--- src/rtl/hazard_ctrl.sv ---
// ---------------------------------------------------------------------------
// hazard_ctrl
//   Pipeline hazard controller for a 5-stage RISC-V style core.
//   - Detects load-use hazards between EX (load) and ID (consumer) and
//     inserts exactly one bubble per pair.
//   - Issues IF/ID and ID/EX flushes on a branch/jump redirect from EX.
//   - Freezes the whole pipeline while data memory is busy or the core
//     is debug-halted.
//   - Debug FSM: RUN / HALT / STEP / MEM_WAIT.
//   - Performance counters for stall cycles, flush cycles and total cycles.
//
// Ports
//   clk_i, rst_i          clock, synchronous active-high reset
//   inst_d_i, inst_ex_i   instructions held in IF/ID and ID/EX
//   RegWEn_ex_i           EX-stage register write enable
//   pc_sel_i              redirect resolved in EX
//   mem_busy_i            data memory/IO not ready
//   dbg_halt_i            debug halt request (level)
//   dbg_step_i            debug single-step request (pulse)
//   cnt_clr_i             synchronous counter clear
//   stall_*_o             hold PC / IF-ID / ID-EX / EX-MEM
//   flush_if_o, flush_id_o  load NOP into IF/ID / ID/EX
//   state_o               FSM state (RUN=0, HALT=1, STEP=2, MEM_WAIT=3)
//   *_cnt_o               performance counters, wrap modulo 2^CNT_W
// ---------------------------------------------------------------------------
module hazard_ctrl #(
  parameter int unsigned CNT_W = 32
) (
  input  logic             clk_i,
  input  logic             rst_i,
  input  logic [31:0]      inst_d_i,
  input  logic [31:0]      inst_ex_i,
  input  logic             RegWEn_ex_i,
  input  logic             pc_sel_i,
  input  logic             mem_busy_i,
  input  logic             dbg_halt_i,
  input  logic             dbg_step_i,
  input  logic             cnt_clr_i,
  output logic             stall_if_o,
  output logic             stall_id_o,
  output logic             stall_ex_o,
  output logic             stall_mem_o,
  output logic             flush_if_o,
  output logic             flush_id_o,
  output logic [2:0]       state_o,
  output logic [CNT_W-1:0] stall_cnt_o,
  output logic [CNT_W-1:0] flush_cnt_o,
  output logic [CNT_W-1:0] cycle_cnt_o
);

  typedef enum logic [2:0] {
    RUN      = 3'd0,
    HALT     = 3'd1,
    STEP     = 3'd2,
    MEM_WAIT = 3'd3
  } state_t;

  localparam logic [6:0] OP_LOAD   = 7'b0000011;
  localparam logic [6:0] OP_LUI    = 7'b0110111;
  localparam logic [6:0] OP_AUIPC  = 7'b0010111;
  localparam logic [6:0] OP_JAL    = 7'b1101111;
  localparam logic [6:0] OP_RTYPE  = 7'b0110011;
  localparam logic [6:0] OP_STORE  = 7'b0100011;
  localparam logic [6:0] OP_BRANCH = 7'b1100011;

  state_t           state_q;
  logic [CNT_W-1:0] stall_cnt_q, flush_cnt_q, cycle_cnt_q;

  // ---------------------------------------------------------------------
  // Load-use detection
  // ---------------------------------------------------------------------
  logic [6:0] op_d;
  logic [4:0] rd_ex, rs1_d, rs2_d;
  logic       uses_rs1, uses_rs2, lu;

  always_comb begin
    op_d     = inst_d_i[6:0];
    rd_ex    = inst_ex_i[11:7];
    rs1_d    = inst_d_i[19:15];
    rs2_d    = inst_d_i[24:20];
    uses_rs1 = (op_d != OP_LUI) && (op_d != OP_AUIPC) && (op_d != OP_JAL);
    uses_rs2 = (op_d == OP_RTYPE) || (op_d == OP_STORE) || (op_d == OP_BRANCH);
    lu       = (inst_ex_i[6:0] == OP_LOAD) && RegWEn_ex_i && (rd_ex != 5'd0) &&
               ((uses_rs1 && (rd_ex == rs1_d)) || (uses_rs2 && (rd_ex == rs2_d)));
  end

  // ---------------------------------------------------------------------
  // Stall / flush priority: reset > freeze > redirect > load-use.
  // A redirect seen under freeze is not latched: EX is held, so pc_sel_i
  // is still asserted in the first unfrozen cycle and the flush goes out then.
  // ---------------------------------------------------------------------
  logic freeze;

  always_comb begin
    stall_if_o  = 1'b0;
    stall_id_o  = 1'b0;
    stall_ex_o  = 1'b0;
    stall_mem_o = 1'b0;
    flush_if_o  = 1'b0;
    flush_id_o  = 1'b0;
    freeze      = !rst_i && (mem_busy_i || (state_q == HALT));
    if (rst_i) begin
      // everything stays deasserted
    end else if (freeze) begin
      stall_if_o  = 1'b1;
      stall_id_o  = 1'b1;
      stall_ex_o  = 1'b1;
      stall_mem_o = 1'b1;
    end else if (pc_sel_i) begin
      flush_if_o  = 1'b1;
      flush_id_o  = 1'b1;
    end else if (lu) begin
      stall_if_o  = 1'b1;
      stall_id_o  = 1'b1;
      flush_id_o  = 1'b1;
    end
  end

  // ---------------------------------------------------------------------
  // Debug / memory-wait FSM
  // ---------------------------------------------------------------------
  always_ff @(posedge clk_i) begin
    if (rst_i) begin
      state_q <= RUN;
    end else begin
      unique case (state_q)
        RUN: begin
          if (mem_busy_i)      state_q <= MEM_WAIT;
          else if (dbg_halt_i) state_q <= HALT;
        end
        MEM_WAIT: begin
          if (!mem_busy_i) state_q <= dbg_halt_i ? HALT : RUN;
        end
        HALT: begin
          if (dbg_step_i)       state_q <= STEP;
          else if (!dbg_halt_i) state_q <= RUN;
        end
        STEP: begin
          if (mem_busy_i)      state_q <= MEM_WAIT;
          else if (dbg_halt_i) state_q <= HALT;
          else                 state_q <= RUN;
        end
        default: state_q <= RUN;
      endcase
    end
  end

  // ---------------------------------------------------------------------
  // Performance counters (clear wins over increment)
  // ---------------------------------------------------------------------
  always_ff @(posedge clk_i) begin
    if (rst_i || cnt_clr_i) begin
      stall_cnt_q <= '0;
      flush_cnt_q <= '0;
      cycle_cnt_q <= '0;
    end else begin
      cycle_cnt_q <= cycle_cnt_q + 1'b1;
      if (stall_if_o) stall_cnt_q <= stall_cnt_q + 1'b1;
      if (flush_if_o) flush_cnt_q <= flush_cnt_q + 1'b1;
    end
  end

  assign state_o     = state_q;
  assign stall_cnt_o = stall_cnt_q;
  assign flush_cnt_o = flush_cnt_q;
  assign cycle_cnt_o = cycle_cnt_q;

endmodule

--- config.mk ---
export PLATFORM = sky130hd
export DESIGN_NAME = hazard_ctrl
export DESIGN_NICKNAME = d
export VERILOG_FILES = /design/src/rtl/hazard_ctrl.sv
export SDC_FILE = /design/constraint.sdc
export NUM_CORES = 1
export LEC_CHECK = 0
export CAP_MARGIN = 0
export CORE_UTILIZATION = 49
export CTS_BUF_LIST = sky130_fd_sc_hd__clkbuf_8
export CTS_CLUSTER_SIZE = 10
export DETAILED_ROUTE_END_ITERATION = 8
export HOLD_SLACK_MARGIN = 0.02
export PLACE_DENSITY_LB_ADDON = 0.15
export SYNTH_ARGS = -nofsm -noshare
export SYNTH_HDL_FRONTEND = slang
export SYNTH_SLANG_ARGS = --single-unit
--- constraint.sdc ---
create_clock -name clk_i -period 7.96 [get_ports clk_i]
set_input_delay 1.592 -clock clk_i [delete_from_list [all_inputs] [get_ports clk_i]]
set_output_delay 1.592 -clock clk_i [all_outputs]
set_load 0.005 [all_outputs]
==> results_dict.tcl <==
set metrics [dict create \
    fp.coreArea_mm2 0.00928 \
    diodes 0 \
    critPathCaptureType "output port" \
    crit_required_ns 6.37 \
    ctsResizeCount 0 \
    dp.final_hpwl_um 8120 \
    h-tree-depth 3 \
    outcome "finished clean" \
    maxCapViolCount 0 \
    crit_chain "clkdlybuf4s50_1 > or4_1 > o2111ai_2 > o41ai_4 > nor2_1 > nor2_1 > clkdlybuf4s50_1" \
    synth_cells 547 \
    power.density_mw_per_mm2 138 \
    cp_slowest_cell "nor2_1" \
    p_int_mw 0.658 \
    clk_path_buf_depth 2 \
    row_count 35 \
    layout_min_cycle_time_ns 6.12 \
    worst_slew_pin_slew_ns 0.886 \
    final.period_utilization 0.769 \
    area_growth_pct 34.9 \
    die-area_mm2 0.0101 \
    grt_max_degree 49 \
    dr_total_vias 4339 \
    setup_tns_ns 0 \
    cts_made_buffers 9 \
    startpoint_type "input pin" \
    clock_sinks 98 \
    antenna_found_initial 0 \
    seqPwrFrac 0.566 \
    drc 0 \
    grt_pass1_wl_um 18400 \
    gp_congestion 0.787 \
    final_max_slew_viol_count 0 \
    firstDrtPassIters 4 \
    syn_area_mm2 0.00473 \
    cts.hold.buffers_added 0 \
    cp_slowest_stage_delay_ns 0.71 \
    cp_max_fo 15 \
    synth_seq_cells 98 \
    synth_ff_type "dfxtp_1" \
    hold_class "flip-flop to flip-flop" \
    viasPerCell 5.34 \
    worst_ep_arrival_time_ns 4.53 \
    wl_per_cell_um 13.5 \
    die_h_um 100 \
    cts_setup_buffers 0 \
    start_util 0.510 \
    synthArstFlopShare 0 \
    cts_tree "done" \
    die-width_um 100 \
    ys_types 45 \
    path_clk_slew_ns 0.10 \
    p_clk_frac 0.324 \
    drtAntennaViolNets 0 \
    pwr-share-comb 0.110 \
    portBuffers 140 \
    nets 759 \
    switching_share 0.255 \
    wl_um 11000 \
    crit_type "input pin to output port" \
    layout-drive-gt1-share 0.0439 \
    synth_top_area_frac 0.414 \
    yosysSeqAreaShare 0.414 \
    power_switching_mw 0.225 \
    r2r-start "state_o[1]$_SDFFE_PP0P_" \
    relSlewSlack 0.407 \
    syn_nets 626 \
    drt-initial-drc-count 115 \
    finalHoldViolations 0 \
    synth_commonest_cells "dfxtp_1 (98), nor2_1 (75), xor2_1 (43)" \
    rsz0062_at_grt "no" \
    syn_area_per_cell_um2 8.66 \
    startpoint "inst_ex_i[8]" \
    p_leak_nw 2.09 \
    grt_pass1_vias 4106 \
    num_io_pins 177 \
    synth_most_common_cell "dfxtp_1" \
    synth.area.top_cells "dfxtp_1 (41%), xor2_1 (8.0%), nor2_1 (5.9%)" \
    synth-edff-count 0 \
    root_buffer "clkbuf_8" \
    grt_overflow_total 0 \
    synth_top_cell_by_area "dfxtp_1" \
    fin_util 0.688 \
    fmax_ghz 0.163 \
    finalSetupViolCount 0 \
    vdd_drop_max_mv 0.0789 \
    yosys_warnings 0 \
    gr-usage-all-layers 0.223 \
    skew_ns 0.0176 \
    clk_latency_ns 0.36 \
    holdCritStartpoint "cycle_cnt_o[0]$_SDFF_PP0_" \
]
-- power groups by stage --
stage                     registers (mW)  clock network (mW)  logic [mW]
final                              0.500               0.286      0.0975
after CTS                          0.500               0.293      0.0987
after floorplan                    0.511                   0      0.0540
after global placement             0.511                   0      0.0942
after global routing               0.501               0.311       0.107
after detailed placement           0.511                   0      0.0982
-- per-stage QoR --
step                      hold WS, ns  area [um^2]  cells  setup slack [ns]  power [mW]
final                           0.479         6390    813              1.84       0.884
after global routing            0.512         6390    813              1.71       0.919
after CTS                       0.489         6390    813              1.82       0.892
after detailed placement        0.467         6220    798              1.83       0.609
after global placement          0.459         6220    798              1.84       0.605
after floorplan                 0.440         4730    547              3.08       0.565
-- final cells by class --
cell class / instances / area (um^2)
multi-input cells: 417 / 2640
repair buffers: 141 / 1410
inverters: 13 / 48.8
well taps: 129 / 161
flip-flops and latches: 98 / 1960
fillers: 755 / 2900
clock buffers: 9 / 124
clock inverters: 6 / 43.8
-- sequential cells by signal, summed over array words and instances, names as in the netlist --
name / count
cycle_cnt_o: 32
stall_cnt_o: 32
state_o: 2
flush_cnt_o: 32
-- cell families after synthesis --
| kind of cell | synth area share |
|---|---|
| XOR/XNOR | 0.128 |
| multiplexers | 0.00634 |
| flip-flops | 0.414 |
| AO/OA/AOI/OAI | 0.112 |
| adder cells (fa/ha/maj) | 0.0185 |
| buffers and inverters | 0.0285 |
| AND/OR/NAND/NOR | 0.292 |
| other | 0.000792 |
-- worst max-delay path: cells and delay by family --
kind / cells / cell delay (ns)
AO/OA/AOI/OAI: 2 / 0.52
buffers and inverters: 2 / 0.96
AND/OR/NAND/NOR: 3 / 1.45
-- routing by layer --
metal  part of all wire  global-route usage  up-vias  wire length, um
met5                  0                   0        -                0
met4              0.014              0.0725        0              157
met3              0.060              0.0571       13              665
met2               0.49               0.389      103             5370
met1               0.44               0.266     2024             4820
li1                   -                   -     2199                -
-- placed cells by master (no fill, tap or decap), drive strengths merged, types with 14 or more instances in the layout --
| cell | n |
|---|---|
| a21oi | 32 |
| and3 | 14 |
| nand4 | 20 |
| clkdlybuf4s50 | 140 |
| nor2 | 75 |
| nand3 | 30 |
| xnor2 | 26 |
| o21ai | 27 |
| xor2 | 43 |
| inv | 15 |
| dfxtp | 98 |
| nand2 | 36 |
| or3 | 26 |
-- final timing paths --
kind / slack, ns / to / cells past startpoint
setup reg to reg: 5.11 / flush_cnt_o[31]$_SDFFE_PP0P_ / 8
setup / recovery: 1.84 / stall_if_o / 7
hold reg to reg: 0.48 / cycle_cnt_o[0]$_SDFF_PP0_ / 1
hold / removal: 0.48 / cycle_cnt_o[0]$_SDFF_PP0_ / 1
No activity file was read; power rests on OpenSTA's default activity.
